`config.mk`:
```
export PLATFORM = sky130hd
export DESIGN_NAME = alu_op_sequencer
export DESIGN_NICKNAME = d
export VERILOG_FILES = /design/src/rtl/alu_op_sequencer.sv
export SDC_FILE = /design/constraint.sdc
export NUM_CORES = 1
export LEC_CHECK = 0
export BUFFER_PORTS_ARGS = -buffer_cell sky130_fd_sc_hd__buf_2
export CORE_MARGIN = 2
export CORE_UTILIZATION = 56
export CTS_CLUSTER_SIZE = 14
export DETAILED_ROUTE_END_ITERATION = 8
export PLACE_DENSITY = 0.77
export SYNTH_ARGS = -nofsm -noshare
export SYNTH_HDL_FRONTEND = slang
export SYNTH_SLANG_ARGS = --single-unit
export TNS_END_PERCENT = 100
```
`constraint.sdc`:
```
create_clock -name clk -period 19.07 [get_ports clk]
set_input_delay 0.9535 -clock clk [delete_from_list [all_inputs] [get_ports clk]]
set_output_delay 0.9535 -clock clk [all_outputs]
set_load 0.1 [all_outputs]
```
`src/rtl/alu_op_sequencer.sv`:
```
// Operation sequencer in front of a combinational 32-bit ALU.
// Single-cycle ops are dispatched to the ALU; MUL/DIV/REM run on an internal iterative engine.
module alu_op_sequencer #(
    parameter int              XLEN       = 32,
    parameter logic [XLEN-1:0] DIV_ZERO_Q = 32'hFFFF_FFFF
) (
    input  logic            clk,
    input  logic            reset,
    input  logic            req_valid,
    output logic            req_ready,
    input  logic [3:0]      req_opcode,
    input  logic [XLEN-1:0] req_a,
    input  logic [XLEN-1:0] req_b,
    output logic            rsp_valid,
    input  logic            rsp_ready,
    output logic [XLEN-1:0] rsp_result,
    output logic [XLEN-1:0] rsp_hi,
    output logic            rsp_dbz,
    output logic [XLEN-1:0] alu_a,
    output logic [XLEN-1:0] alu_b,
    output logic [3:0]      alu_opcode,
    input  logic [XLEN-1:0] alu_result
);

    typedef enum logic [2:0] {IDLE, EXEC, ITER_MUL, ITER_DIV, DONE} state_t;

    localparam logic [3:0] OP_MUL  = 4'd5;
    localparam logic [3:0] OP_DIV  = 4'd6;
    localparam logic [3:0] OP_REM  = 4'd7;
    localparam logic [3:0] OP_NONE = 4'hF;

    state_t              state_q, state_d;
    logic [3:0]          op_q, op_d;
    logic [XLEN-1:0]     a_q, a_d, b_q, b_d;
    logic [2*XLEN-1:0]   acc_q, acc_d;
    logic [5:0]          cnt_q, cnt_d;
    logic                req_ready_q, req_ready_d;
    logic                rsp_valid_q, rsp_valid_d;
    logic [XLEN-1:0]     rsp_result_q, rsp_result_d;
    logic [XLEN-1:0]     rsp_hi_q, rsp_hi_d;
    logic                rsp_dbz_q, rsp_dbz_d;
    logic [XLEN-1:0]     alu_a_q, alu_a_d, alu_b_q, alu_b_d;
    logic [3:0]          alu_opcode_q, alu_opcode_d;

    // Multiply: acc = {partial high word, remaining multiplier bits}, shifted right each step.
    logic [XLEN:0]       mul_sum;
    logic [2*XLEN-1:0]   mul_next;
    // Divide: acc = {partial remainder, dividend bits shifting into quotient}.
    logic [XLEN:0]       div_shift;
    logic                div_ge;
    logic [XLEN-1:0]     div_rem;
    logic [2*XLEN-1:0]   div_next;
    logic                last_iter;

    always_comb begin
        mul_sum   = {1'b0, acc_q[2*XLEN-1:XLEN]} + (acc_q[0] ? {1'b0, a_q} : '0);
        mul_next  = {mul_sum, acc_q[XLEN-1:1]};
        div_shift = {acc_q[2*XLEN-1:XLEN], acc_q[XLEN-1]};
        div_ge    = div_shift >= {1'b0, b_q};
        div_rem   = div_ge ? (div_shift[XLEN-1:0] - b_q) : div_shift[XLEN-1:0];
        div_next  = {div_rem, acc_q[XLEN-2:0], div_ge};
        last_iter = (cnt_q == 6'd31);
    end

    always_comb begin
        state_d      = state_q;
        op_d         = op_q;
        a_d          = a_q;
        b_d          = b_q;
        acc_d        = acc_q;
        cnt_d        = cnt_q;
        req_ready_d  = req_ready_q;
        rsp_valid_d  = rsp_valid_q;
        rsp_result_d = rsp_result_q;
        rsp_hi_d     = rsp_hi_q;
        rsp_dbz_d    = rsp_dbz_q;
        // ALU inputs are parked at a known idle value unless this cycle is EXEC.
        alu_a_d      = '0;
        alu_b_d      = '0;
        alu_opcode_d = OP_NONE;

        unique case (state_q)
            IDLE: begin
                if (req_valid && req_ready_q) begin
                    op_d        = req_opcode;
                    a_d         = req_a;
                    b_d         = req_b;
                    cnt_d       = '0;
                    req_ready_d = 1'b0;
                    if (req_opcode == OP_MUL) begin
                        state_d = ITER_MUL;
                        acc_d   = {{XLEN{1'b0}}, req_b};
                    end else if (req_opcode == OP_DIV || req_opcode == OP_REM) begin
                        state_d = ITER_DIV;
                        acc_d   = {{XLEN{1'b0}}, req_a};
                    end else begin
                        state_d      = EXEC;
                        alu_a_d      = req_a;
                        alu_b_d      = req_b;
                        alu_opcode_d = req_opcode;
                    end
                end
            end
            EXEC: begin
                state_d      = DONE;
                rsp_valid_d  = 1'b1;
                rsp_result_d = alu_result;
                rsp_hi_d     = '0;
                rsp_dbz_d    = 1'b0;
            end
            ITER_MUL: begin
                acc_d = mul_next;
                cnt_d = cnt_q + 6'd1;
                if (last_iter) begin
                    state_d      = DONE;
                    rsp_valid_d  = 1'b1;
                    rsp_result_d = mul_next[XLEN-1:0];
                    rsp_hi_d     = mul_next[2*XLEN-1:XLEN];
                    rsp_dbz_d    = 1'b0;
                end
            end
            ITER_DIV: begin
                if (b_q == '0) begin
                    state_d      = DONE;
                    rsp_valid_d  = 1'b1;
                    rsp_dbz_d    = 1'b1;
                    rsp_result_d = (op_q == OP_REM) ? a_q : DIV_ZERO_Q;
                    rsp_hi_d     = (op_q == OP_REM) ? DIV_ZERO_Q : a_q;
                end else begin
                    acc_d = div_next;
                    cnt_d = cnt_q + 6'd1;
                    if (last_iter) begin
                        state_d      = DONE;
                        rsp_valid_d  = 1'b1;
                        rsp_dbz_d    = 1'b0;
                        rsp_result_d = (op_q == OP_REM) ? div_next[2*XLEN-1:XLEN] : div_next[XLEN-1:0];
                        rsp_hi_d     = (op_q == OP_REM) ? div_next[XLEN-1:0] : div_next[2*XLEN-1:XLEN];
                    end
                end
            end
            DONE: begin
                if (rsp_ready) begin
                    state_d     = IDLE;
                    rsp_valid_d = 1'b0;
                    req_ready_d = 1'b1;
                end
            end
            default: begin
                state_d     = IDLE;
                rsp_valid_d = 1'b0;
                req_ready_d = 1'b1;
            end
        endcase
    end

    // NOTE: state uses non-blocking assignments so every flop samples pre-edge values.
    always_ff @(posedge clk or posedge reset) begin
        if (reset) begin
            state_q      <= IDLE;
            op_q         <= '0;
            a_q          <= '0;
            b_q          <= '0;
            acc_q        <= '0;
            cnt_q        <= '0;
            req_ready_q  <= 1'b1;
            rsp_valid_q  <= 1'b0;
            rsp_result_q <= '0;
            rsp_hi_q     <= '0;
            rsp_dbz_q    <= 1'b0;
            alu_a_q      <= '0;
            alu_b_q      <= '0;
            alu_opcode_q <= OP_NONE;
        end else begin
            state_q      <= state_d;
            op_q         <= op_d;
            a_q          <= a_d;
            b_q          <= b_d;
            acc_q        <= acc_d;
            cnt_q        <= cnt_d;
            req_ready_q  <= req_ready_d;
            rsp_valid_q  <= rsp_valid_d;
            rsp_result_q <= rsp_result_d;
            rsp_hi_q     <= rsp_hi_d;
            rsp_dbz_q    <= rsp_dbz_d;
            alu_a_q      <= alu_a_d;
            alu_b_q      <= alu_b_d;
            alu_opcode_q <= alu_opcode_d;
        end
    end

    assign req_ready  = req_ready_q;
    assign rsp_valid  = rsp_valid_q;
    assign rsp_result = rsp_result_q;
    assign rsp_hi     = rsp_hi_q;
    assign rsp_dbz    = rsp_dbz_q;
    assign alu_a      = alu_a_q;
    assign alu_b      = alu_b_q;
    assign alu_opcode = alu_opcode_q;

endmodule

```
==> flow_summary.ini <==
[final_layout]
area_growth_pct = 13.88
n_fill_cell = 2598
seq_area_um2 = 6914
antenna_cells = 0
fin_nets = 2375
multi_input_area_um2 = 9682
drive_above_1_share_pct = 17.88

[placement]
portBuffers = 238
dp_hpwl_um = 51640
gp_congestion = 1.134

[global_routing]
grtUsageTotal_pct = 42.90
grt_max_degree = 134
grt_antenna_before_repair = 1
grt_first_pass_wirelength_um = 105900
grt-ovfl-total = 0
grt_pass1_vias = 16830

[sta]
clock_skew_ns = 0.03139
worst_pin_slew_ns = 1.230
drv_slew = 0
finalHoldViolCount = 0
fin_crit_sh_pct = 22.22
max_slew_margin_pct = 17.99
setup_viol = 0
fmax_mhz = 236.0
min_period_ns = 4.238
setup_tns_ns = 0
rsz0062_at_grt = false

[clocking]
h-tree-depth = 1
cts_root_buf = clkbuf_16
postCtsHoldBufs = 0
numCtsBuffers = 31
cts_tree = done
cts_setup_buffers = 0
cts_buffer_depth = 3
clock_latency_ns = 0.59
clock-sinks = 276
ctsResizeCount = 0
path_clk_slew_ns = 0.06

[setup_path]
cp.arrival_ns = 4.74
worstReg2RegStart = b_q[16]$_DFFE_PP0P_
critical_path_class = reg2reg
r2r_end = rsp_hi[26]$_DFFE_PP0P_
rr_worst_depth = 11
cp_max_fo = 79
crit_required_ns = 19.57
crit_path_start_kind = flop
end_kind = flop
r2r_slack_ns = 14.83

[min_path]
holdPathEnd = rsp_result[18]$_DFFE_PP0P_
hp-start = rsp_result[18]$_DFFE_PP0P_
hold_class = reg2reg
holdPathStages = 2

[power_and_ir_drop]
power.static_leakage_nw = 9.103
total_power_w = 0.004179
p_per_area_nw_per_um2 = 211.9
ir_worst_vdd_v = 0.0002007

[route]
firstDrtPassIters = 6
drc = 0
ant_nets = 0
avgRoutedWirePerCell_um = 26.99
routed_wl_um = 70780
via_count = 17780
drt_iter0_drc = 2658
via_per_inst = 6.780

[floorplan]
die_y_um = 179.9
num_rows = 64
coreArea_um2 = 30510
ioPinCount = 239
chipWidth_um = 179.9
initial_core_util_pct = 56.77
die_area_um2 = 32360

[yosys]
yosysTopAreaCell = dfrtp_1
yosys-top-cells-area = dfrtp_1 (39%), o21ai_0 (6.6%), nand2_1 (5.5%), ha_1 (4.7%), nor2_1 (4.1%)
syn-cell-area_um2 = 17320
syn-num-nets = 2222
async_reset_ff_share_pct = 100.0
synth_ff_type = dfrtp_1
syn_inst = 2051
yosysTopAreaCellShare_pct = 39.15
synth_cell_types = 82
synth_warnings = 0
ys_seq_area_share_pct = 39.91
syn_area_per_cell_um2 = 8.445
synth_seq_cells = 276
synth-edff-count = 0

[flow_run]
maxCapViolations = 0

[outcome]
status = complete, no violations
synth_stat cells (7+ instances only):
master    instances
o31ai_1           7
inv_1            63
o22ai_1          18
nor2b_1          23
nor4_1           12
and2_1          105
o211ai_1         23
mux2_2           46
o21a_1           11
nor3_1           32
o21ai_0         228
clkbuf_1        109
or3_1            10
buf_1            14
a22oi_1           8
buf_2            11
nand2_1         252
nand2b_1          9
a221o_1           8
dfrtp_1         271
a311oi_1         15
mux2i_1          15
o221ai_1         24
a21o_1           38
o21ai_1           8
nand3_1          54
a21oi_1         122
xor2_1           15
a31oi_1          52
o21bai_1          9
nand4_1          20
ha_1             65
a221oi_1         12
a211oi_1         25
xnor2_1          36
nor2_1          188
critical path, stage by stage, from the launching register on:
cell	delay, ns
dfrtp_1	0.40
nor4_1	0.65
nand4_1	0.33
nor2_2	0.17
buf_4	0.40
o21ai_0	0.25
a21oi_4	0.17
buf_4	0.74
nand2_1	0.49
nor2_1	0.25
o21ai_0	0.17
o211ai_1	0.12
cells in the final DEF, fill, tap and decap left out, drive strengths merged, types with 18 or more instances in the layout:
cell    synthesis  routed
mux2           50      50
clkbuf        109      45
nor2b          23      23
o221ai         24      24
and2          105     105
nor2          189     189
dfrtp         271     271
a21oi         125     125
a21o           38      38
nand4          20      20
nor3           34      34
nand3          54      54
inv            63      65
xnor2          36      36
nand2         254     254
o211ai         23      23
a31oi          52      52
ha             65      65
buf            28     257
a211oi         26      26
o22ai          18      18
o21ai         237     237
per-stage QoR:
step | cell area, µm² | cells | worst slack [ns] | hold WS, ns | utilization (%)
final | 19730 | 2622 | 14.83 | 0.4920 | 64.65
after global routing | 19730 | 2622 | 14.66 | 0.5062 | 64.65
after CTS | 19730 | 2622 | 15.00 | 0.4958 | 64.65
after detailed placement | 18670 | 2567 | 15.02 | 0.4804 | 61.19
after global placement | 18670 | 2567 | 15.05 | 0.4646 | 61.19
after floorplan | 17320 | 2051 | 10.52 | 0.4658 | -
layout make-up:
class                      count  area share, %
clock inverter                10         0.6977
timing repair buffer         257          6.762
multi-input combinational   1575          49.08
sequential                   276          35.05
clock buffer                  45          4.656
tap                          396          2.512
inverter                      63          1.237
worst max path at each step:
stage                         start                endpoint  depth (start not counted)
6_report        b_q[16]$_DFFE_PP0P_  rsp_hi[26]$_DFFE_PP0P_                         11
5_1_grt        acc_q[0]$_DFFE_PP0P_  rsp_hi[25]$_DFFE_PP0P_                         13
4_1_cts        acc_q[0]$_DFFE_PP0P_   acc_q[61]$_DFFE_PP0P_                         13
3_5_place_dp   acc_q[0]$_DFFE_PP0P_   acc_q[61]$_DFFE_PP0P_                         13
3_3_place_gp   acc_q[0]$_DFFE_PP0P_  rsp_hi[25]$_DFFE_PP0P_                         13
2_1_floorplan                 reset      a_q[0]$_DFFE_PP0P_                          1
metal layers:
metal | global-route usage [%] | vias to the layer above | part of all wire [%]
met4 | 27.09 | 0 | 8.5
met2 | 63.46 | 1386 | 42
met5 | 0 | - | 0
met3 | 10.29 | 326 | 12
met1 | 56.74 | 8421 | 37
li1 | - | 7643 | -
report_power, final:
group / leakage [nW] / switching (W) / internal [W] / total, W
combinational: 5.11 / 0.00176 / 0.000716 / 0.00248
sequential: 3.48 / 0.000287 / 0.000786 / 0.00107
clock: 0.516 / 0.000257 / 0.000372 / 0.000629
sequential cells by signal (all words and copies together), names as in the netlist:
| signal | flops |
|---|---|
| cnt_q | 6 |
| rsp_valid | 1 |
| alu_b | 32 |
| b_q | 32 |
| req_ready | 1 |
| rsp_result | 32 |
| alu_a | 32 |
| acc_q | 64 |
| state_q | 3 |
| a_q | 32 |
| rsp_dbz | 1 |
| alu_opcode | 4 |
| op_q | 4 |
| rsp_hi | 32 |
cells by family after synthesis:
| kind of cell | synth area share, % |
|---|---|
| AO/OA/AOI/OAI | 24.04 |
| XOR/XNOR | 2.579 |
| adder cells (fa/ha/maj) | 4.926 |
| buffers and inverters | 4.522 |
| flip-flops | 39.91 |
| multiplexers | 4.117 |
| AND/OR/NAND/NOR | 19.91 |
Power figures use the tool's default switching activity.
